`config.mk`:
```
export PLATFORM = sky130hd
export DESIGN_NAME = axil_cmd_seq
export DESIGN_NICKNAME = d
export VERILOG_FILES = /design/src/rtl/axil_cmd_seq.sv
export SDC_FILE = /design/constraint.sdc
export NUM_CORES = 1
export LEC_CHECK = 0
export BUFFER_PORTS_ARGS = -buffer_cell sky130_fd_sc_hd__buf_4
export CAP_MARGIN = 20
export CORE_MARGIN = 3
export CORE_UTILIZATION = 45
export DETAILED_ROUTE_END_ITERATION = 7
export PLACE_DENSITY = 0.76
export SETUP_SLACK_MARGIN = 0.05
export SLEW_MARGIN = 10
export SYNTH_ARGS = -nofsm -noshare
export SYNTH_HDL_FRONTEND = slang
export SYNTH_SLANG_ARGS = --single-unit
```
`constraint.sdc`:
```
create_clock -name clk_i -period 2.2 [get_ports clk_i]
set_input_delay 0.55 -clock clk_i [delete_from_list [all_inputs] [get_ports clk_i]]
set_output_delay 0.55 -clock clk_i [all_outputs]
set_load 0.005 [all_outputs]
```
`src/rtl/axil_cmd_seq.sv`:
```
// axil_cmd_seq: ROM-driven AXI-Lite master that runs WRITE/POLL/DELAY/END
// scripts for boot-time peripheral setup without a CPU.
// Ports: clk_i/rst_i (sync, active high), start_i, ROM port
// (cmd_addr_o -> cmd_i, one cycle latency), busy_o/done_o/err_o/err_pc_o
// status, and one AXI-Lite master (m_axil_aw/w/b/ar/r channels).
// ROM word: {op[1:0], addr, data, mask}; op 0 WRITE, 1 POLL, 2 DELAY, 3 END.
// Optional macro AXIL_CMD_SEQ_TIMEOUT_EN: a POLL errors out after
// POLL_TIMEOUT mismatching reads; without it a POLL retries forever.
module axil_cmd_seq #(
  parameter int AXIL_ADDR_WIDTH = 32,
  parameter int AXIL_DATA_WIDTH = 32,
  parameter int CMD_DEPTH       = 256,
  parameter int POLL_TIMEOUT    = 65536,
  localparam int CMD_AW = $clog2(CMD_DEPTH),
  localparam int CMD_W  = 2 + AXIL_ADDR_WIDTH + 2 * AXIL_DATA_WIDTH
) (
  input  logic                         clk_i,
  input  logic                         rst_i,
  input  logic                         start_i,
  output logic [CMD_AW-1:0]            cmd_addr_o,
  input  logic [CMD_W-1:0]             cmd_i,
  output logic                         busy_o,
  output logic                         done_o,
  output logic                         err_o,
  output logic [CMD_AW-1:0]            err_pc_o,
  output logic [AXIL_ADDR_WIDTH-1:0]   m_axil_awaddr,
  output logic [2:0]                   m_axil_awprot,
  output logic                         m_axil_awvalid,
  input  logic                         m_axil_awready,
  output logic [AXIL_DATA_WIDTH-1:0]   m_axil_wdata,
  output logic [AXIL_DATA_WIDTH/8-1:0] m_axil_wstrb,
  output logic                         m_axil_wvalid,
  input  logic                         m_axil_wready,
  input  logic [1:0]                   m_axil_bresp,
  input  logic                         m_axil_bvalid,
  output logic                         m_axil_bready,
  output logic [AXIL_ADDR_WIDTH-1:0]   m_axil_araddr,
  output logic [2:0]                   m_axil_arprot,
  output logic                         m_axil_arvalid,
  input  logic                         m_axil_arready,
  input  logic [AXIL_DATA_WIDTH-1:0]   m_axil_rdata,
  input  logic [1:0]                   m_axil_rresp,
  input  logic                         m_axil_rvalid,
  output logic                         m_axil_rready
);

  localparam int AW = AXIL_ADDR_WIDTH;
  localparam int DW = AXIL_DATA_WIDTH;

  typedef enum logic [3:0] {
    S_IDLE, S_FETCH, S_DECODE, S_WR, S_WR_RESP,
    S_RD, S_RD_RESP, S_DELAY, S_DONE, S_ERR
  } state_t;

  localparam logic [1:0] OP_WRITE = 2'd0;
  localparam logic [1:0] OP_POLL  = 2'd1;
  localparam logic [1:0] OP_DELAY = 2'd2;
  localparam logic [1:0] OP_END   = 2'd3;
  localparam logic [CMD_AW-1:0] PC_LAST = CMD_AW'(CMD_DEPTH - 1);

  state_t            state_q, state_d;
  logic [CMD_AW-1:0] pc_q, pc_d;
  logic [CMD_AW-1:0] err_pc_q, err_pc_d;
  logic              err_q, err_d;
  logic [AW-1:0]     addr_q, addr_d;
  logic [DW-1:0]     data_q, data_d;
  logic [DW-1:0]     mask_q, mask_d;
  logic [DW-1:0]     dly_q, dly_d;
  logic              awv_q, awv_d;
  logic              wv_q, wv_d;
  logic              arv_q, arv_d;

  logic [1:0]    f_op;
  logic [AW-1:0] f_addr;
  logic [DW-1:0] f_data;
  logic [DW-1:0] f_mask;
  logic          aw_hs, w_hs, fail, rd_match;

  assign {f_op, f_addr, f_data, f_mask} = cmd_i;

`ifdef AXIL_CMD_SEQ_TIMEOUT_EN
  localparam int PTW = $clog2(POLL_TIMEOUT + 1);
  logic [PTW-1:0] poll_q, poll_d;
`endif

  always_comb begin
    state_d  = state_q;
    pc_d     = pc_q;
    err_pc_d = err_pc_q;
    err_d    = err_q;
    addr_d   = addr_q;
    data_d   = data_q;
    mask_d   = mask_q;
    dly_d    = dly_q;
    awv_d    = awv_q;
    wv_d     = wv_q;
    arv_d    = arv_q;
    fail     = 1'b0;
    aw_hs    = awv_q & m_axil_awready;
    w_hs     = wv_q & m_axil_wready;
    rd_match = (m_axil_rdata & mask_q) == (data_q & mask_q);
`ifdef AXIL_CMD_SEQ_TIMEOUT_EN
    poll_d   = poll_q;
`endif
    unique case (state_q)
      S_IDLE: begin
        if (start_i) begin
          pc_d    = '0;
          err_d   = 1'b0;
          state_d = S_FETCH;
        end
      end
      S_FETCH: state_d = S_DECODE;
      S_DECODE: begin
        addr_d = f_addr;
        data_d = f_data;
        mask_d = f_mask;
        // pc never wraps: only END may sit in the last slot
        if (f_op != OP_END && pc_q == PC_LAST) begin
          fail = 1'b1;
        end else begin
          unique case (f_op)
            OP_WRITE: begin
              awv_d   = 1'b1;
              wv_d    = 1'b1;
              state_d = S_WR;
            end
            OP_POLL: begin
              arv_d   = 1'b1;
              state_d = S_RD;
`ifdef AXIL_CMD_SEQ_TIMEOUT_EN
              poll_d  = '0;
`endif
            end
            OP_DELAY: begin
              if (f_data == '0) begin
                pc_d    = pc_q + 1'b1;
                state_d = S_FETCH;
              end else begin
                dly_d   = f_data;
                state_d = S_DELAY;
              end
            end
            default: state_d = S_DONE;
          endcase
        end
      end
      S_WR: begin
        if (aw_hs) awv_d = 1'b0;
        if (w_hs)  wv_d  = 1'b0;
        if ((aw_hs || !awv_q) && (w_hs || !wv_q))
          state_d = S_WR_RESP;
      end
      S_WR_RESP: begin
        if (m_axil_bvalid) begin
          if (m_axil_bresp != 2'b00) begin
            fail = 1'b1;
          end else begin
            pc_d    = pc_q + 1'b1;
            state_d = S_FETCH;
          end
        end
      end
      S_RD: begin
        if (m_axil_arready) begin
          arv_d   = 1'b0;
          state_d = S_RD_RESP;
        end
      end
      S_RD_RESP: begin
        if (m_axil_rvalid) begin
          if (m_axil_rresp != 2'b00) begin
            fail = 1'b1;
          end else if (rd_match) begin
            pc_d    = pc_q + 1'b1;
            state_d = S_FETCH;
`ifdef AXIL_CMD_SEQ_TIMEOUT_EN
          end else if (poll_q == PTW'(POLL_TIMEOUT - 1)) begin
            fail = 1'b1;
`endif
          end else begin
            // re-issue from latched command, no ROM re-fetch
            arv_d   = 1'b1;
            state_d = S_RD;
`ifdef AXIL_CMD_SEQ_TIMEOUT_EN
            poll_d  = poll_q + 1'b1;
`endif
          end
        end
      end
      S_DELAY: begin
        if (dly_q == DW'(1)) begin
          pc_d    = pc_q + 1'b1;
          state_d = S_FETCH;
        end else begin
          dly_d = dly_q - 1'b1;
        end
      end
      S_DONE:  state_d = S_IDLE;
      S_ERR:   state_d = S_IDLE;
      default: state_d = S_IDLE;
    endcase
    if (fail) begin
      err_d    = 1'b1;
      err_pc_d = pc_q;
      state_d  = S_ERR;
    end
  end

  always_ff @(posedge clk_i) begin
    if (rst_i) begin
      state_q  <= S_IDLE;
      pc_q     <= '0;
      err_pc_q <= '0;
      err_q    <= 1'b0;
      addr_q   <= '0;
      data_q   <= '0;
      mask_q   <= '0;
      dly_q    <= '0;
      awv_q    <= 1'b0;
      wv_q     <= 1'b0;
      arv_q    <= 1'b0;
    end else begin
      state_q  <= state_d;
      pc_q     <= pc_d;
      err_pc_q <= err_pc_d;
      err_q    <= err_d;
      addr_q   <= addr_d;
      data_q   <= data_d;
      mask_q   <= mask_d;
      dly_q    <= dly_d;
      awv_q    <= awv_d;
      wv_q     <= wv_d;
      arv_q    <= arv_d;
    end
  end

`ifdef AXIL_CMD_SEQ_TIMEOUT_EN
  always_ff @(posedge clk_i) begin
    if (rst_i) poll_q <= '0;
    else       poll_q <= poll_d;
  end
`endif

  assign cmd_addr_o     = pc_q;
  assign busy_o         = !(state_q inside {S_IDLE, S_DONE, S_ERR});
  assign done_o         = state_q == S_DONE;
  assign err_o          = err_q;
  assign err_pc_o       = err_pc_q;
  assign m_axil_awaddr  = addr_q;
  assign m_axil_awprot  = 3'b000;
  assign m_axil_awvalid = awv_q;
  assign m_axil_wdata   = data_q;
  assign m_axil_wstrb   = '1;
  assign m_axil_wvalid  = wv_q;
  assign m_axil_bready  = state_q == S_WR_RESP;
  assign m_axil_araddr  = addr_q;
  assign m_axil_arprot  = 3'b000;
  assign m_axil_arvalid = arv_q;
  assign m_axil_rready  = state_q == S_RD_RESP;

endmodule

```
==> results.txt, run 1 <==
DRC Markers: 0
Share of cells above drive strength 1: 38.7%
Max-cap violation count: 0
CP max stage delay: 0.45 ns
Crit-path slowest cell: or4b_4
TritonCTS clock tree: done
First-pass GRT wire length: 41,500 um
Placed cell count: 1,524
Post-synthesis mux area share: 1.62%
Global route hottest layer: met2
Via Count: 8,809
Rows: 46
Post-synth EDFFs: 0
Fin nets: 1,484
Avg Inst Size Synth: 7.63 um^2
Period utilisation layout: 105%
Adder-cell share of the synthesized area: 0.496%
Total grt overflow: 0
Tightest Pin Transition: 0.994 ns
WL final: 27,700 um
GR Layer Usage met3: 6.20%
Buffers & Inverters on Critical Path: 3
Leak: 4.93 nW
M1 GR Usage: 33.2%
Core ar.: 16,200 um^2
IO Pins: 272
XOR/XNOR Fraction of Synth Area: 3.71%
Startpoint Class: flop
Most common cell in the netlist: nand2_1
Pre-CTS WS: -0.319 ns
Initial antenna violation count: 0
Simple-gate portion of the synthesized area: 23.6%
Root buf cell: clkbuf_16
Later-pin clock latency in the skew report: 0.42 ns
Cell mode on critical path: buf_6
Total Routing Usage GR: 28.2%
Reg-to-reg startpoint: dly_q[1]
Failing checks: negative setup slack
Min-Delay Startpoint: cmd_i[93]
Largest net degree at the start of global routing: 97
Hold Crit Class: input port to flop
Critical Path RT: 2.53 ns
# setup viols final: 28
CTS max path bufs: 2
R2R Path End: cmd_addr_o[3]
WL per Instance: 17.6 um
1st-iter DRT viols: 611
Cell Pwr Density: 718 nW/um^2
Die footprint: 18,400 um^2
Post-synthesis cell area: 7560 um^2
Compound-Gate Fraction of Synth Area: 22.1%
Crit path arrival time: 2.64 ns
Main combinational cell family by area after synthesis: simple AND/OR/NAND/NOR gates
Setup TNS: -1.48 ns
Via/cell ratio: 5.62
Syn Inst Count: 991
Sequential area share after synthesis: 40.2%
Port buffer count: 261
Clock Sinks: 152
Post-synth top area share: 40.2%
Peak Freq: 0.434 GHz
Vias in the first global route: 8,303
Fin crit period: 2.31 ns
Post-DRT Antenna Nets: 0
Die width: 136 um
Post-synth ARST share: 0%
Final Max Tran Viols: 0
Most frequent cells after synthesis: 243 x nand2_1, 152 x dfxtp_1, 134 x a21oi_1
Final HPWL DP: 19,700 um
Peak fanout along the critical path: 8
WHS Endpoint: m_axil_araddr[29]
Finished Layout Cells: 1,568
Die Y: 136 um
Yosys cell types: 65
Worst Clk Skew: 0.00977 ns
Routing usage on met2: 49.0%
Status: finished with violations
Post-route setup slack: -0.105 ns
Filler Cell Count: 1,279
Setup crit end kind: flop
Maximum vdd drop: 0.474 mV
CTS clock-pin slew for the worst setup and hold paths: 0.07 ns
Reg2reg path depth: 10
Unrepaired setup endpoints after global routing: true
Ys flop type: dfxtp_1
Yosys reg bits: 152
Synthesis-to-layout area growth: 51.8%
Final Power: 0.00825 W
First drt pass iteration count: 6
Kind of critical path: flop to flop
Hold buffer count at CTS: 0
CP top delay family: simple AND/OR/NAND/NOR gates
N_diodes: 0
Total CTS buffers: 17
R2R Setup Slk: -0.11 ns
Synth warn: 0
Hold path depth: 3
Gpl congestion: 0.950
Initial Util: 46.8%
Count of final hold-check violations: 0
H-tree depth: 4
Relative slew margins: 33.7%
Synth top area cells: dfxtp_1 40%, nand2_1 12%, a21oi_1 8.9%, buf_4 4.2%, xor2_1 3.7%
Cell Chain, Critical Path: inv_2 > ha_1 > or4b_4 > nand4bb_4 > o31ai_4 > nand3_2 > buf_6 > buf_6 > a211o_1 > o32ai_1
Cell taking the most area after synthesis: dfxtp_1
## per-stage QoR
step / hold slack [ns] / utilization [%] / cell area, um^2
4_1_cts: 0.357 / 70.3 / 11400
5_1_grt: 0.361 / 71.0 / 11500
6_report: 0.370 / 71.0 / 11500
3_5_place_dp: 0.449 / 64.8 / 10500
2_1_floorplan: 0.436 / - / 7610
3_3_place_gp: 0.444 / 64.8 / 10500
## layer usage
metal / wire, um / part of all wire, %
met5: 0 / 0
met4: 1240 / 4.5
met3: 2330 / 8.4
met2: 13600 / 49
met1: 10500 / 38
## layout by cell type (no fill, tap or decap), drive strengths merged, types with 4 or more instances in the layout
master  count
or3         7
a22oi      17
conb       10
a41oi       4
buf       424
a31oi       4
dfxtp     152
o41ai       4
a211o       5
a21o        5
nand2b      5
nor2b       5
nand4      12
o21ai      39
mux2i      10
clkinv      4
nand2     243
a22o        8
o211ai      5
a211oi     14
o32ai       4
nor3       20
a21oi     134
or4         7
inv        16
clkbuf     20
a32o        4
nor4       17
nor2       53
nand3      22
xor2       32
## worst min-delay path: cells and delay by family
| kind | cells | cell delay, ns |
|---|---|---|
| and+or+nand+nor | 1 | 0.04 |
| AOI/OAI and AO/OA | 1 | 0.05 |
| buffers and inverters | 1 | 0.11 |
## state kept, by name, indices dropped and copies added, names as in the netlist
register and count:
m_axil_awvalid 1, err_o 1, cmd_addr_o 8, m_axil_wdata 32, dly_q 32, state_q 4
mask_q 32, err_pc_o 8, m_axil_wvalid 1, m_axil_araddr 32, m_axil_arvalid 1
## report_power, final
group / internal [W] / switching (W)
registers: 0.00291 / 0.000130
clock network: 0.00183 / 0.00121
logic: 0.00107 / 0.00110
## cell type report
type / instances / area [um^2] / area share (%)
clock buffer: 20 / 447 / 3.89
clock inverter: 12 / 165 / 1.44
inverter: 13 / 48.8 / 0.425
multi-input combinational: 730 / 4170 / 36.3
sequential: 152 / 3060 / 26.7
tap: 216 / 270 / 2.35
timing repair buffer: 425 / 3320 / 28.9
## what timing repair did
action                                  CTS  global route
setup buffers                             5             4
resized for setup                        43            28
cloned                                    3             0
endpoints found under the setup margin   44            54
pin swaps                                16            15
## how the worst max path moves through the flow
stage	end	slack, ns	depth (start not counted)	from
after floorplan	cmd_addr_o[4]	-0.05	7	m_axil_rdata[0]
after global placement	cmd_addr_o[7]	-0.28	7	m_axil_rdata[0]
after detailed placement	cmd_addr_o[5]	-0.32	7	m_axil_rdata[0]
after CTS	cmd_addr_o[5]	-0.07	9	dly_q[1]
after global routing	dly_q[3]	-0.20	11	dly_q[1]
final	cmd_addr_o[3]	-0.11	10	dly_q[1]
## cells by family after synthesis
kind of cell	after synthesis
xor+xnor	32
fa+ha+maj	3
mux	12
buf+inv	118
other cells	2
compound gates	270
simple gates	402
flops	152
Power figures use the tool's default switching activity.
==> run 2, diff against run 1 <==
- MAX_ROUTING_LAYER: unset -> met4
- SLEW_MARGIN: 10 -> 40
==> run 2 against run 1 <==
The run still ends with negative setup slack left; largest cell class unchanged; critical path depth shrank 1; combinational power grew 2%; die area is the same; utilization grew 1.2 points.
==> results.txt, run 2 (synthesis gave the netlist of run 1 again) <==
Status: finished with violations (unchanged)
Failing checks: negative setup slack (unchanged)
CP top delay family: simple AND/OR/NAND/NOR gates (unchanged)
H-tree depth: 4 (unchanged)
Clock Sinks: 152 (unchanged)
Die Y: 136 um (unchanged)
Setup crit end kind: flop (unchanged)
CTS max path bufs: 2 (unchanged)
Global route hottest layer: met2 (unchanged)
Crit path arrival time: 2.66 ns (was 2.64 ns)
Maximum vdd drop: 0.576 mV (was 0.474 mV)
Relative slew margins: 52.5% (was 33.7%)
Final Core Density: 72.2% (was 71.0%)
CTS clock-pin slew for the worst setup and hold paths: 0.07 ns (about the same)
Total grt overflow: 0 (unchanged)
Post-route setup slack: -0.129 ns (was -0.105 ns)
Crit-path slowest cell: or4b_4 (unchanged)
Combinational power share: 27.0% (was 26.2%)
Cell Chain, Critical Path: inv_2 > ha_4 > or4b_4 > nand4bb_4 > o31ai_4 > nand3_2 > buf_6 > or3_1 > o31ai_1 (was inv_2 > ha_1 > or4b_4 > nand4bb_4 > o31ai_4 > nand3_2 > buf_6 > buf_6 > a211o_1 > o32ai_1)
Worst Clk Skew: 0.00827 ns (was 0.00977 ns)
Buffers & Inverters on Critical Path: 2 (was 3)
R2R Setup Slk: -0.13 ns (was -0.11 ns)
Core ar.: 16,200 um^2 (unchanged)
1st-iter DRT viols: 725 (was 611)
DRC Markers: 0 (unchanged)
Cell Pwr Density: 703 nW/um^2 (was 718 nW/um^2)
Startpoint Class: flop (unchanged)
Final HPWL DP: 19,600 um (was 19,700 um)
Via/cell ratio: 5.57 (was 5.62)
First drt pass iteration count: 5 (was 6)
Total Routing Usage GR: 30.0% (was 28.2%)
Most frequent cells in the layout: 409 x buf_4, 241 x nand2_1, 145 x dfxtp_1, 121 x a21oi_1, 50 x nor2_1 (was 409 x buf_4, 242 x nand2_1, 141 x dfxtp_1, 133 x a21oi_1, 51 x nor2_1)
Fin crit period: 2.33 ns (was 2.31 ns)
Switching power total: 0.00249 W (was 0.00244 W)
IO Pins: 272 (unchanged)
Routing usage on met2: 51.2% (was 49.0%)
M1 GR Usage: 33.6% (was 33.2%)
Via Count: 8,755 (was 8,809)
Peak Freq: 0.429 GHz (was 0.434 GHz)
Period utilisation layout: 106% (was 105%)
Die width: 136 um (unchanged)
WL final: 28,200 um (was 27,700 um)
Placed Area: 10,500 um^2 (about the same)
Total CTS buffers: 17 (unchanged)
Hold Crit Class: input port to flop (unchanged)
Net Sw Frac: 30.4% (was 29.6%)
WL per Instance: 18.0 um (was 17.6 um)
Unrepaired setup endpoints after global routing: true (unchanged)
Die footprint: 18,400 um^2 (unchanged)
Initial Util: 46.8% (unchanged)
Share of cells above drive strength 1: 40.8% (was 38.7%)
Post-DRT Antenna Nets: 0 (unchanged)
CP max stage delay: 0.44 ns (was 0.45 ns)
Gpl congestion: 0.931 (was 0.950)
Cell Int Power: 0.00571 W (was 0.00581 W)
Critical Path RT: 2.54 ns (was 2.53 ns)
Largest net degree at the start of global routing: 97 (unchanged)
Initial antenna violation count: 1 (was 0)
Root buf cell: clkbuf_16 (unchanged)
Seq pwr share: 37.0% (was 36.9%)
Leak: 4.99 nW (was 4.93 nW)
Peak fanout along the critical path: 3 (was 8)
Pre-CTS WS: -0.313 ns (was -0.319 ns)
Most common cell after layout, fill and taps aside: buf_4 (unchanged)
Synthesis-to-layout area growth: 54.3% (was 51.8%)
TritonCTS clock tree: done (unchanged)
Fin nets: 1,487 (was 1,484)
Rows: 46 (unchanged)
Later-pin clock latency in the skew report: 0.43 ns (was 0.42 ns)
Max-cap violation count: 0 (unchanged)
# setup viols final: 41 (was 28)
Tightest Pin Transition: 0.713 ns (was 0.994 ns)
Vias in the first global route: 8,519 (was 8,303)
First-pass GRT wire length: 42,600 um (was 41,500 um)
Final Power: 0.00821 W (was 0.00825 W)
Clock power share: 36.0% (was 36.9%)
Kind of critical path: flop to flop (unchanged)
Count of final hold-check violations: 0 (unchanged)
Port buffer count: 261 (unchanged)
Final Max Tran Viols: 0 (unchanged)
Filler Cell Count: 1,228 (was 1,279)
GR Layer Usage met3: 6.13% (was 6.20%)
Setup TNS: -2.70 ns (was -1.48 ns)
Post-route cell area: 11,700 um^2 (was 11,500 um^2)
run 2: per-layer routing:
metal  vias up  part of all wire, %  routed length, um
li1       4124                    -                  -
met2       456                   50              14100
met3        95                  8.3               2350
met1      4080                   38              10700
met4         0                  3.9               1090
met5         -                    0                  0
run 2: final cells by class:
type                    instances  area (um^2)  share of cell area [%]
well taps                     216          270                    2.32
clock buffers                  19          443                    3.80
repair buffers                429         3380                    28.9
diodes                          1         2.50                  0.0214
flip-flops and latches        152         3050                    26.1
multi-input cells             729         4330                    37.1
clock inverters                13          145                    1.24
inverters                      13         48.8                   0.418
run 2: metrics by stage:
stage                     hold slack, ns  instances
final                              0.363       1572
after global routing               0.352       1572
after CTS                          0.351       1570
after detailed placement           0.449       1529
after global placement             0.443       1529
after floorplan                    0.436        999
run 2: power by group through the flow:
| stage | clock network [W] | registers [W] | logic (W) |
|---|---|---|---|
| 3_5_place_dp | 0 | 0.00309 | 0.00195 |
| 2_1_floorplan | 0 | 0.00308 | 0.00101 |
| 4_1_cts | 0.00299 | 0.00303 | 0.00209 |
| 5_1_grt | 0.00311 | 0.00305 | 0.00238 |
| 6_report | 0.00295 | 0.00304 | 0.00221 |
| 3_3_place_gp | 0 | 0.00309 | 0.00192 |
run 2: path summary, 6_finish.rpt:
| check | start | end | cells past startpoint |
|---|---|---|---|
| setup reg to reg | dly_q[1] | state_q[2] | 9 |
| hold / removal | cmd_i[22] | mask_q[22] | 3 |
| setup / recovery | dly_q[1] | state_q[2] | 9 |
| hold reg to reg | mask_q[18] | mask_q[18] | 2 |
run 2: tightest hold or removal path, delay by kind of cell:
kind                   cells  cell delay, ns
buffers and inverters      1            0.11
AO/OA/AOI/OAI              1            0.05
AND/OR/NAND/NOR            1            0.04
run 2: what timing repair did:
item / CTS / global route
cloned: 4 / 0
pin swaps: 48 / 6
setup endpoints to repair: 44 / 47
gates resized for setup: 93 / 22
hold buffers: 0 / 0
setup buffers: 5 / 1
==> run 3, diff against run 2 <==
- CORE_UTILIZATION: 45 -> 50
- PLACE_DENSITY: 0.76 -> 0.8
- clock period: 2.2 -> 2.66 ns (I/O delays scaled with it)
==> run 3 against run 2 <==
The run now ends clean; non-clock buffer count fell by 126; via count decreased by 8.6%; setup slack gained 0.30 ns; combinational power is 37% lower; power fell by 22%; sequential share of layout area up 3.7 points; register-to-register slack better by 0.35 ns; wire length is 14% lower; critical path depth decreased by 6; clock skew grew 0.00078 ns.
==> results.txt, run 3 (synthesis gave the netlist of run 1 again) <==
Maximum vdd drop: 0.475 mV (was 0.576 mV)
Crit path arrival time: 1.83 ns (was 2.66 ns)
Setup TNS: 0 ns (was -2.70 ns)
Worst Clk Skew: 0.00904 ns (was 0.00827 ns)
WL met3: 1920 um (was 2350 um)
Root buf cell: clkbuf_16 (unchanged)
WL final: 24,100 um (was 28,200 um)
Worst hold slack: 0.459 ns (was 0.363 ns)
Die footprint: 16,600 um^2 (was 18,400 um^2)
DRC Markers: 0 (unchanged)
Placed Area: 9580 um^2 (was 10,500 um^2)
Cell Pwr Density: 624 nW/um^2 (was 703 nW/um^2)
First drt pass iteration count: 6 (was 5)
Area of the multi-input gates: 3970 um^2 (was 4330 um^2)
# setup viols final: 0 (was 41)
Hold Crit Class: flop to flop (was input port to flop)
Total CTS buffers: 17 (unchanged)
1st-iter DRT viols: 603 (was 725)
Most frequent cells in the layout: 299 x buf_4, 242 x nand2_1, 152 x dfxtp_1, 134 x a21oi_1, 52 x nor2_1 (was 409 x buf_4, 241 x nand2_1, 145 x dfxtp_1, 121 x a21oi_1, 50 x nor2_1)
Fin crit period: 2.49 ns
Peak fanout along the critical path: 14 (was 3)
Vias in the first global route: 7,361 (was 8,519)
N_diodes: 0 (was 1)
Relative slew margins: 49.9% (was 52.5%)
Peak Freq: 0.401 GHz
Final Core Density: 69.7% (was 72.2%)
Final HPWL DP: 17,500 um (was 19,600 um)
Kind of critical path: flop to output pin (was flop to flop)
First-pass GRT wire length: 36,800 um (was 42,600 um)
Die Y: 129 um (was 136 um)
Initial antenna violation count: 0 (was 1)
Via/cell ratio: 5.66 (was 5.57)
Max-cap violation count: 0 (unchanged)
Unrepaired setup endpoints after global routing: false (was true)
CTS max path bufs: 2 (unchanged)
TritonCTS clock tree: done (unchanged)
Total grt overflow: 0 (unchanged)
Filler Cell Count: 1,273 (was 1,228)
H-tree depth: 4 (unchanged)
Post-DRT Antenna Nets: 0 (unchanged)
Via Count: 7,998 (was 8,755)
Die width: 129 um (was 136 um)
Clock Sinks: 152 (unchanged)
Count of final hold-check violations: 0 (unchanged)
Fin nets: 1,361 (was 1,487)
Share of cells above drive strength 1: 28.7% (was 40.8%)
Gpl congestion: 0.925 (was 0.931)
WL per Instance: 17.1 um (was 18.0 um)
Period utilisation layout: 93.8%
Startpoint Class: flop (unchanged)
IO Pins: 272 (unchanged)
Met1 WL: 9410 um (was 10,700 um)
Leak: 4.23 nW (was 4.99 nW)
Status: completed (was finished with violations)
Rows: 44 (was 46)
Critical Path RT: 2.00 ns (was 2.54 ns)
CTS clock-pin slew for the worst setup and hold paths: 0.06 ns (was 0.07 ns)
Register area: 3040 um^2 (was 3050 um^2)
Port buffer count: 261 (unchanged)
Largest net degree at the start of global routing: 75 (was 97)
Tightest Pin Transition: 0.751 ns (was 0.713 ns)
Final Max Tran Viols: 0 (unchanged)
Most common cell after layout, fill and taps aside: buf_4 (unchanged)
Core ar.: 14,600 um^2 (was 16,200 um^2)
Metal2 WL: 12,000 um (was 14,100 um)
Uppermost routed layer: met4 (unchanged)
Total Routing Usage GR: 28.4% (was 30.0%)
Post-route cell area: 10,200 um^2 (was 11,700 um^2)
Synthesis-to-layout area growth: 35.0% (was 54.3%)
Initial Util: 51.6% (was 46.8%)
Setup crit end kind: output pin (was flop)
Later-pin clock latency in the skew report: 0.42 ns (was 0.43 ns)
## run 3: cell count changes in the layout (fill, tap and decap cells not counted), sizes merged
cell / change
clkinv: -5
buf: -125
bufinv: +1
clkbuf: +2
clkinvlp: +3
diode: -1
inv: -2
## run 3: final timing paths
kind | cells after the start | endpoint | slack (ns) | startpoint
worst max register to register | 7 | state_q[1] | 0.22 | dly_q[22]
worst min-delay path | 2 | mask_q[7] | 0.46 | mask_q[7]
worst max-delay path | 3 | m_axil_rready | 0.17 | state_q[2]
worst min register to register | 2 | mask_q[7] | 0.46 | mask_q[7]
## run 3: stage by stage
stage / std cells / setup WS (ns) / power, W
floorplan: 999 / 0.178 / 0.00334
global placement: 1378 / -0.0432 / 0.00391
detailed placement: 1378 / -0.0812 / 0.00394
CTS: 1410 / 0.170 / 0.00637
global route: 1413 / 0.0525 / 0.00663
finish: 1413 / 0.166 / 0.00637
## run 3: worst max-delay path, stage by stage (launching register included)
cell and delay, ns:
dfxtp_1 0.61, nor4bb_2 0.41, buf_4 0.26, buf_4 0.13
## run 3: cell type report
class / instances / share of cell area (%)
Tap cell: 184 / 2.26
Sequential cell: 152 / 29.8
Multi-Input combinational cell: 729 / 38.9
Timing Repair Buffer: 303 / 22.8
Inverter: 13 / 0.478
Clock buffer: 22 / 4.35
Clock inverter: 10 / 1.42
## run 3: routing by layer
| layer | track usage [%] | up-vias |
|---|---|---|
| met5 | - | - |
| met4 | 11.1 | 0 |
| met2 | 47.0 | 365 |
| met1 | 33.7 | 3705 |
| li1 | - | 3869 |
| met3 | 5.98 | 59 |
## run 3: what timing repair did
action | CTS | global route
gates resized for setup | 0 | 1
buffers inserted | 0 | 3
hold buffers | 0 | 0
setup endpoints to repair | 0 | 4
## run 3: where the power goes
group          total, W  switching, W  internal [W]  leakage [nW]
sequential      0.00254      0.000131       0.00241          1.23
combinational   0.00139      0.000750      0.000637          2.73
clock           0.00244      0.000962       0.00148         0.268
total           0.00637       0.00184       0.00452          4.23
